--- config.mk ---
export PLATFORM = sky130hd
export DESIGN_NAME = bus_cycle_controller
export DESIGN_NICKNAME = d
export VERILOG_FILES = /design/src/rtl/w80386dx_bus_pkg.sv /design/src/rtl/bus_cycle_controller_watchdog.sv /design/src/rtl/bus_cycle_controller.sv
export SDC_FILE = /design/constraint.sdc
export NUM_CORES = 1
export LEC_CHECK = 0
export CELL_PAD_IN_SITES_DETAIL_PLACEMENT = 0
export CELL_PAD_IN_SITES_GLOBAL_PLACEMENT = 1
export CORE_MARGIN = 4
export CORE_UTILIZATION = 32
export CTS_BUF_LIST = sky130_fd_sc_hd__clkbuf_2 sky130_fd_sc_hd__clkbuf_4 sky130_fd_sc_hd__clkbuf_8
export DETAILED_ROUTE_END_ITERATION = 8
export PLACE_DENSITY = 0.8
export SYNTH_ARGS = -nofsm -noshare
export SYNTH_HDL_FRONTEND = slang
export SYNTH_SLANG_ARGS = --single-unit
export TNS_END_PERCENT = 100
--- constraint.sdc ---
create_clock -name clk -period 2.5 [get_ports clk]
set_clock_uncertainty 0.2 [all_clocks]
set_input_delay 0.5 -clock clk [delete_from_list [all_inputs] [get_ports clk]]
set_output_delay 0.5 -clock clk [all_outputs]
set_load 0.02 [all_outputs]
--- src/rtl/w80386dx_bus_pkg.sv ---
// Shared types for the 80386 external bus cycle controller.
// Bus phases, request bundle and wait counter sizing.
package w80386dx_bus_pkg;

    typedef enum logic [1:0] {
        IDLE,
        T1,
        T2
    } bus_state_t;

    typedef struct packed {
        logic        write;
        logic        mio;
        logic [31:0] address;
        logic [3:0]  byte_enable;
        logic [31:0] wdata;
    } bus_request_t;

    localparam logic [3:0] BE_NONE = 4'hF;

    // A limit of zero disables the timeout but still needs a 1-bit counter.
    function automatic int unsigned wait_count_width(input int unsigned limit);
        if (limit == 0) begin
            return 1;
        end
        return $clog2(limit + 1);
    endfunction

endpackage

--- src/rtl/bus_cycle_controller_watchdog.sv ---
// Wait-state watchdog: counts T2 cycles with READY# high.
// Saturates at WAIT_LIMIT and flags the edge that reaches it.
module bus_wait_watchdog
    import w80386dx_bus_pkg::*;
#(
    parameter int unsigned WAIT_LIMIT = 16
) (
    input  logic clk,
    input  logic rst_n,
    input  logic clear,
    input  logic count_en,
    output logic expired
);

    localparam int unsigned CW = wait_count_width(WAIT_LIMIT);
    localparam logic [CW-1:0] SAT = CW'(WAIT_LIMIT);

    logic [CW-1:0] count_q;
    logic [CW-1:0] count_d;

    // Next count: clear wins, otherwise increment until saturated.
    always_comb begin
        count_d = count_q;
        if (clear) begin
            count_d = '0;
        end else if (count_en && (count_q != SAT)) begin
            count_d = count_q + CW'(1);
        end
    end

    // Counter register.
    always_ff @(posedge clk or negedge rst_n) begin
        if (!rst_n) begin
            count_q <= '0;
        end else begin
            count_q <= count_d;
        end
    end

    // Combinational so the abort lands on the very edge the limit is hit.
    assign expired = (WAIT_LIMIT != 0) && count_en && (count_d == SAT);

endmodule

--- src/rtl/bus_cycle_controller.sv ---
// 80386 non-pipelined bus cycle engine (T1, T2 + wait states).
// One physical access at a time, one response per access.
module bus_cycle_controller
    import w80386dx_bus_pkg::*;
#(
    parameter int unsigned WAIT_LIMIT = 16
) (
    input  logic        clk,
    input  logic        rst_n,
    input  logic        req_valid,
    output logic        req_ready,
    input  logic        req_write,
    input  logic        req_mio,
    input  logic [31:0] req_address,
    input  logic [3:0]  req_byte_enable,
    input  logic [31:0] req_wdata,
    output logic        rsp_valid,
    output logic        rsp_error,
    output logic [31:0] rsp_rdata,
    output logic [29:0] bus_address,
    output logic [3:0]  bus_byte_enable_n,
    output logic        bus_ads_n,
    output logic        bus_w_r_n,
    output logic        bus_m_io_n,
    output logic [31:0] bus_data_out,
    output logic        bus_data_oe,
    input  logic        bus_ready_n,
    input  logic [31:0] bus_data_in
);

    bus_state_t   state_q;
    bus_request_t req;
    logic         accept;
    logic         wd_clear;
    logic         wd_count;
    logic         wd_expired;
    logic         unused_addr_lsb;

    assign req = '{
        write:       req_write,
        mio:         req_mio,
        address:     req_address,
        byte_enable: req_byte_enable,
        wdata:       req_wdata
    };

    // Dword-aligned bus: the two low address bits never reach A[31:2].
    assign unused_addr_lsb = ^req.address[1:0];

    assign accept   = req_valid && req_ready;
    assign wd_clear = (state_q == T1);
    assign wd_count = (state_q == T2) && bus_ready_n;

    bus_wait_watchdog #(
        .WAIT_LIMIT (WAIT_LIMIT)
    ) u_watchdog (
        .clk      (clk),
        .rst_n    (rst_n),
        .clear    (wd_clear),
        .count_en (wd_count),
        .expired  (wd_expired)
    );

    // Bus phase FSM; the bus pins are loaded at accept so ADS# is low in T1.
    always_ff @(posedge clk or negedge rst_n) begin
        if (!rst_n) begin
            state_q           <= IDLE;
            req_ready         <= 1'b0;
            rsp_valid         <= 1'b0;
            rsp_error         <= 1'b0;
            rsp_rdata         <= '0;
            bus_address       <= '0;
            bus_byte_enable_n <= BE_NONE;
            bus_ads_n         <= 1'b1;
            bus_w_r_n         <= 1'b0;
            bus_m_io_n        <= 1'b1;
            bus_data_out      <= '0;
            bus_data_oe       <= 1'b0;
        end else begin
            rsp_valid <= 1'b0;
            rsp_error <= 1'b0;
            rsp_rdata <= '0;
            unique case (state_q)
                IDLE: begin
                    req_ready         <= 1'b1;
                    bus_byte_enable_n <= BE_NONE;
                    bus_data_oe       <= 1'b0;
                    if (accept) begin
                        if (req.byte_enable == 4'h0) begin
                            rsp_valid <= 1'b1;
                            rsp_error <= 1'b1;
                        end else begin
                            state_q           <= T1;
                            req_ready         <= 1'b0;
                            bus_ads_n         <= 1'b0;
                            bus_address       <= req.address[31:2];
                            bus_byte_enable_n <= ~req.byte_enable;
                            bus_w_r_n         <= req.write;
                            bus_m_io_n        <= req.mio;
                            bus_data_out      <= req.wdata;
                            bus_data_oe       <= req.write;
                        end
                    end
                end
                T1: begin
                    bus_ads_n <= 1'b1;
                    state_q   <= T2;
                end
                T2: begin
                    if (!bus_ready_n) begin
                        state_q           <= IDLE;
                        req_ready         <= 1'b1;
                        rsp_valid         <= 1'b1;
                        rsp_rdata         <= bus_w_r_n ? 32'h0 : bus_data_in;
                        bus_byte_enable_n <= BE_NONE;
                        bus_data_oe       <= 1'b0;
                    end else if (wd_expired) begin
                        state_q           <= IDLE;
                        req_ready         <= 1'b1;
                        rsp_valid         <= 1'b1;
                        rsp_error         <= 1'b1;
                        bus_byte_enable_n <= BE_NONE;
                        bus_data_oe       <= 1'b0;
                    end
                end
                default: begin
                    state_q   <= IDLE;
                    bus_ads_n <= 1'b1;
                end
            endcase
        end
    end

endmodule
==> results.sh, run 1 <==
export IMPL_initial_core_util=0.331
export IMPL_yosys_warnings=0
export IMPL_rsz0062_at_grt="false"
export IMPL_use_met2=0.222
export IMPL_busiest_layer="met2"
export IMPL_max_freq_mhz=434
export IMPL_die_area_um2=15100
export IMPL_clkLatencyLatePin_ns=0.37
export IMPL_synthCells=282
export IMPL_grt_max_degree=113
export IMPL_synth_cell_type_count=36
export IMPL_numCtsBuffers=9
export IMPL_fp_row_count=41
export IMPL_cts_tree="yes"
export IMPL_p_sw_mw=2.58
export IMPL_final_max_slew_viol_count=0
export IMPL_final_hold_violation_count=0
export IMPL_antenna_found_initial=0
export IMPL_tns_ns=0
export IMPL_grt_pass1_vias=3271
export IMPL_worstPathArrival_ns=2.39
export IMPL_grt_met3_usage=0.0769
export IMPL_r2r_start="u_watchdog.count_q[1]$_DFF_PN0_"
export IMPL_drt_iter0_markers=73
export IMPL_die_h_um=123
export IMPL_drive_above_1_share=0.218
export IMPL_drc=0
export IMPL_multi_input_area_um2=1340
export IMPL_wl_per_cell_um=15.9
export IMPL_hp_class="input port to async pin"
export IMPL_worstPathMaxFanout=6
export IMPL_vdd_ir_drop_max_v=0.000475
export IMPL_synth_flop_cell="dfrtp_1"
export IMPL_tightest_slew_ns=0.585
export IMPL_cp_end_kind="flip-flop"
export IMPL_status="completed"
export IMPL_finalSetupViolCount=0
export IMPL_coreArea_um2=12800
export IMPL_clk_transition_reported_paths_ns=0.10
export IMPL_dpl_cell_count=666
export IMPL_syn_to_final_growth_pct=61.1
export IMPL_syn_area_um2=4230
export IMPL_ctsResizeCount=0
export IMPL_final_util=0.534
export IMPL_die_x_um=123
export IMPL_p_int_mw=4.95
export IMPL_first_pass_iters=4
export IMPL_p_comb_frac=0.475
export IMPL_final_cell_count_no_fill=682
export IMPL_grt_usage=0.145
export IMPL_clock_path_buffers=2
export IMPL_maxCapViolations=0
export IMPL_finalCritPeriodShare=0.921
export IMPL_seq_area_um2=2810
export IMPL_crit_start="u_watchdog.count_q[1]$_DFF_PN0_"
export IMPL_grt_overflow_total=0
export IMPL_grt_pass1_wl_mm=16.8
export IMPL_antenna_left=0
export IMPL_synth_edf_count=0
export IMPL_r2r_cells=8
export IMPL_nFillCells=1099
export IMPL_postCtsSetupBuffers=0
export IMPL_nets=613
export IMPL_synth_seq_cells=112
export IMPL_syn_avg_cell_area_um2=15.0
export IMPL_synth_nets=390
export IMPL_slew_headroom=0.610
export IMPL_wirelength_mm=10.9
export IMPL_routabilityCongestion=0.785
export IMPL_root_buffer="clkbuf_8"
export IMPL_p_total_mw=7.54
export IMPL_p_sw_frac=0.343
export IMPL_htree_levels=3
export IMPL_ys_seq_area_frac=0.664
export IMPL_worstSetupPathType="flip-flop to flip-flop"
export IMPL_numClockSinks=112
export IMPL_setup_worst_path_start_class="flip-flop"
export IMPL_use_met1=0.168
export IMPL_dp_hpwl_mm=8.14
export IMPL_crit_required_ns=2.59
export IMPL_leakage_nw=2.87
export IMPL_io_buffers=208
export IMPL_vias_per_cell=4.48
export IMPL_vias=3052
export IMPL_power_density_nw_per_um2=1110
export IMPL_pwr_share_clk=0.147
export IMPL_antenna_cells=0
export IMPL_fin_crit_ns=2.30
export IMPL_cts_hold_buf=0
export IMPL_sequentialPowerShare=0.378
export IMPL_synthArstFlopShare=1.00
export IMPL_pin_count=211
-- critical path, stage by stage, from the launching register on --
cell,delay [ns]
dfrtp_1,0.46
inv_1,0.07
ha_1,0.19
and4bb_2,0.26
or4_4,0.43
o31ai_4,0.08
nand4b_4,0.18
buf_4,0.19
a21oi_1,0.15
-- stage by stage --
stage                     instance area, um^2  worst slack, ns  hold slack [ns]
after floorplan                          4230            0.341          0.00441
after global placement                   6610         -0.00425            0.278
after detailed placement                 6610          -0.0319            0.275
after CTS                                6820            0.189          0.00709
after global routing                     6820           0.0685           0.0390
final                                    6820            0.198          0.00104
-- layout make-up --
type,instances,share of cell area
sequential,112,0.412
timing repair buffer,223,0.327
multi-input combinational,154,0.196
tap,172,0.0316
clock buffer,12,0.0224
clock inverter,4,0.00753
inverter,5,0.00275
-- per-layer routing --
metal | wire length (um) | share of wire
met4 | 279 | 0.026
met3 | 1590 | 0.15
met1 | 4100 | 0.38
met5 | 0 | 0
met2 | 4890 | 0.45
-- power by group through the flow --
stage          logic, mW  clock network [mW]  registers (mW)
2_1_floorplan       1.07                   0            3.65
3_3_place_gp        3.59                   0            2.86
3_5_place_dp        3.64                   0            2.90
4_1_cts             3.65                1.16            2.86
5_1_grt             3.82                1.24            2.95
6_report            3.58                1.11            2.85
-- Yosys cell counts (3+ instances only) --
library cell,instances,area (um^2)
mux2_2,64,721
dfrtp_1,106,2650
dfstp_2,6,158
clkbuf_1,3,11.3
nand2_1,8,30.0
and2_1,32,200
buf_2,4,20.0
o21ai_0,8,40.0
inv_1,5,18.8
a21oi_1,7,35.0
buf_6,3,33.8
nor2_1,9,33.8
-- logic make-up after synthesis --
family                     after synthesis  share of synthesized area
muxes                                   64                      0.170
and+or+nand+nor                         63                     0.0967
DFF                                    112                      0.664
adders and majority gates                2                    0.00591
buffers and inverters                   16                     0.0216
AOI/OAI and AO/OA                       24                     0.0393
xor gates and xnor gates                 1                    0.00207
-- final timing paths --
| path | end | slack (ns) |
|---|---|---|
| max in group asynchronous | rsp_rdata[10]$_DFF_PN0_ | 1.68 |
| max | bus_byte_enable_n[0]$_DFFE_PN1P_ | 0.20 |
| max reg2reg | bus_byte_enable_n[0]$_DFFE_PN1P_ | 0.20 |
| min reg2reg | bus_ads_n$_DFFE_PN1P_ | 0.29 |
| min | bus_data_out[1]$_DFFE_PN0P_ | 0.001 |
| min in group clk | bus_ads_n$_DFFE_PN1P_ | 0.29 |
-- state kept, by name, summed over array words and instances, names as in the netlist --
register / count
bus_address: 30
bus_ads_n: 1
bus_byte_enable_n: 4
bus_data_oe: 1
bus_data_out: 32
bus_m_io_n: 1
bus_w_r_n: 1
req_ready: 1
rsp_error: 1
rsp_rdata: 32
rsp_valid: 1
state_q: 2
u_watchdog.count_q: 5
-- placed cells by master (no fill, tap or decap), types with 2 or more instances in the layout --
master / instances
buf_12: 3
nand2_1: 8
nand3b_1: 2
clkdlybuf4s50_1: 207
nor3_1: 2
dfstp_2: 6
nor2_1: 9
clkbuf_4: 2
mux2_2: 64
buf_4: 13
o21ai_0: 8
inv_1: 5
and2_1: 32
ha_1: 2
dfrtp_1: 106
clkbuf_8: 10
a21oi_1: 7
(Power assumes the default switching activity.)
==> run 2, diff against run 1 <==
--- a/config.mk
+++ b/config.mk
@@ -5,6 +5,7 @@
 export SDC_FILE = /design/constraint.sdc
 export NUM_CORES = 1
 export LEC_CHECK = 0
+export CAP_MARGIN = 10
 export CELL_PAD_IN_SITES_DETAIL_PLACEMENT = 0
 export CELL_PAD_IN_SITES_GLOBAL_PLACEMENT = 1
 export CORE_MARGIN = 4
@@ -12,6 +13,7 @@
 export CTS_BUF_LIST = sky130_fd_sc_hd__clkbuf_2 sky130_fd_sc_hd__clkbuf_4 sky130_fd_sc_hd__clkbuf_8
 export DETAILED_ROUTE_END_ITERATION = 8
 export PLACE_DENSITY = 0.8
+export SLEW_MARGIN = 0
 export SYNTH_ARGS = -nofsm -noshare
 export SYNTH_HDL_FRONTEND = slang
 export SYNTH_SLANG_ARGS = --single-unit
==> results of run 2 <==
No change in the layout: final DEF, timing and power equal those of run 1.
==> run 3, diff against run 2 <==
--- a/config.mk
+++ b/config.mk
@@ -17,4 +17,4 @@
 export SYNTH_ARGS = -nofsm -noshare
 export SYNTH_HDL_FRONTEND = slang
 export SYNTH_SLANG_ARGS = --single-unit
-export TNS_END_PERCENT = 100
+export TNS_END_PERCENT = 1
==> results of run 3 <==
No change in the layout: final DEF, timing and power equal those of run 1.
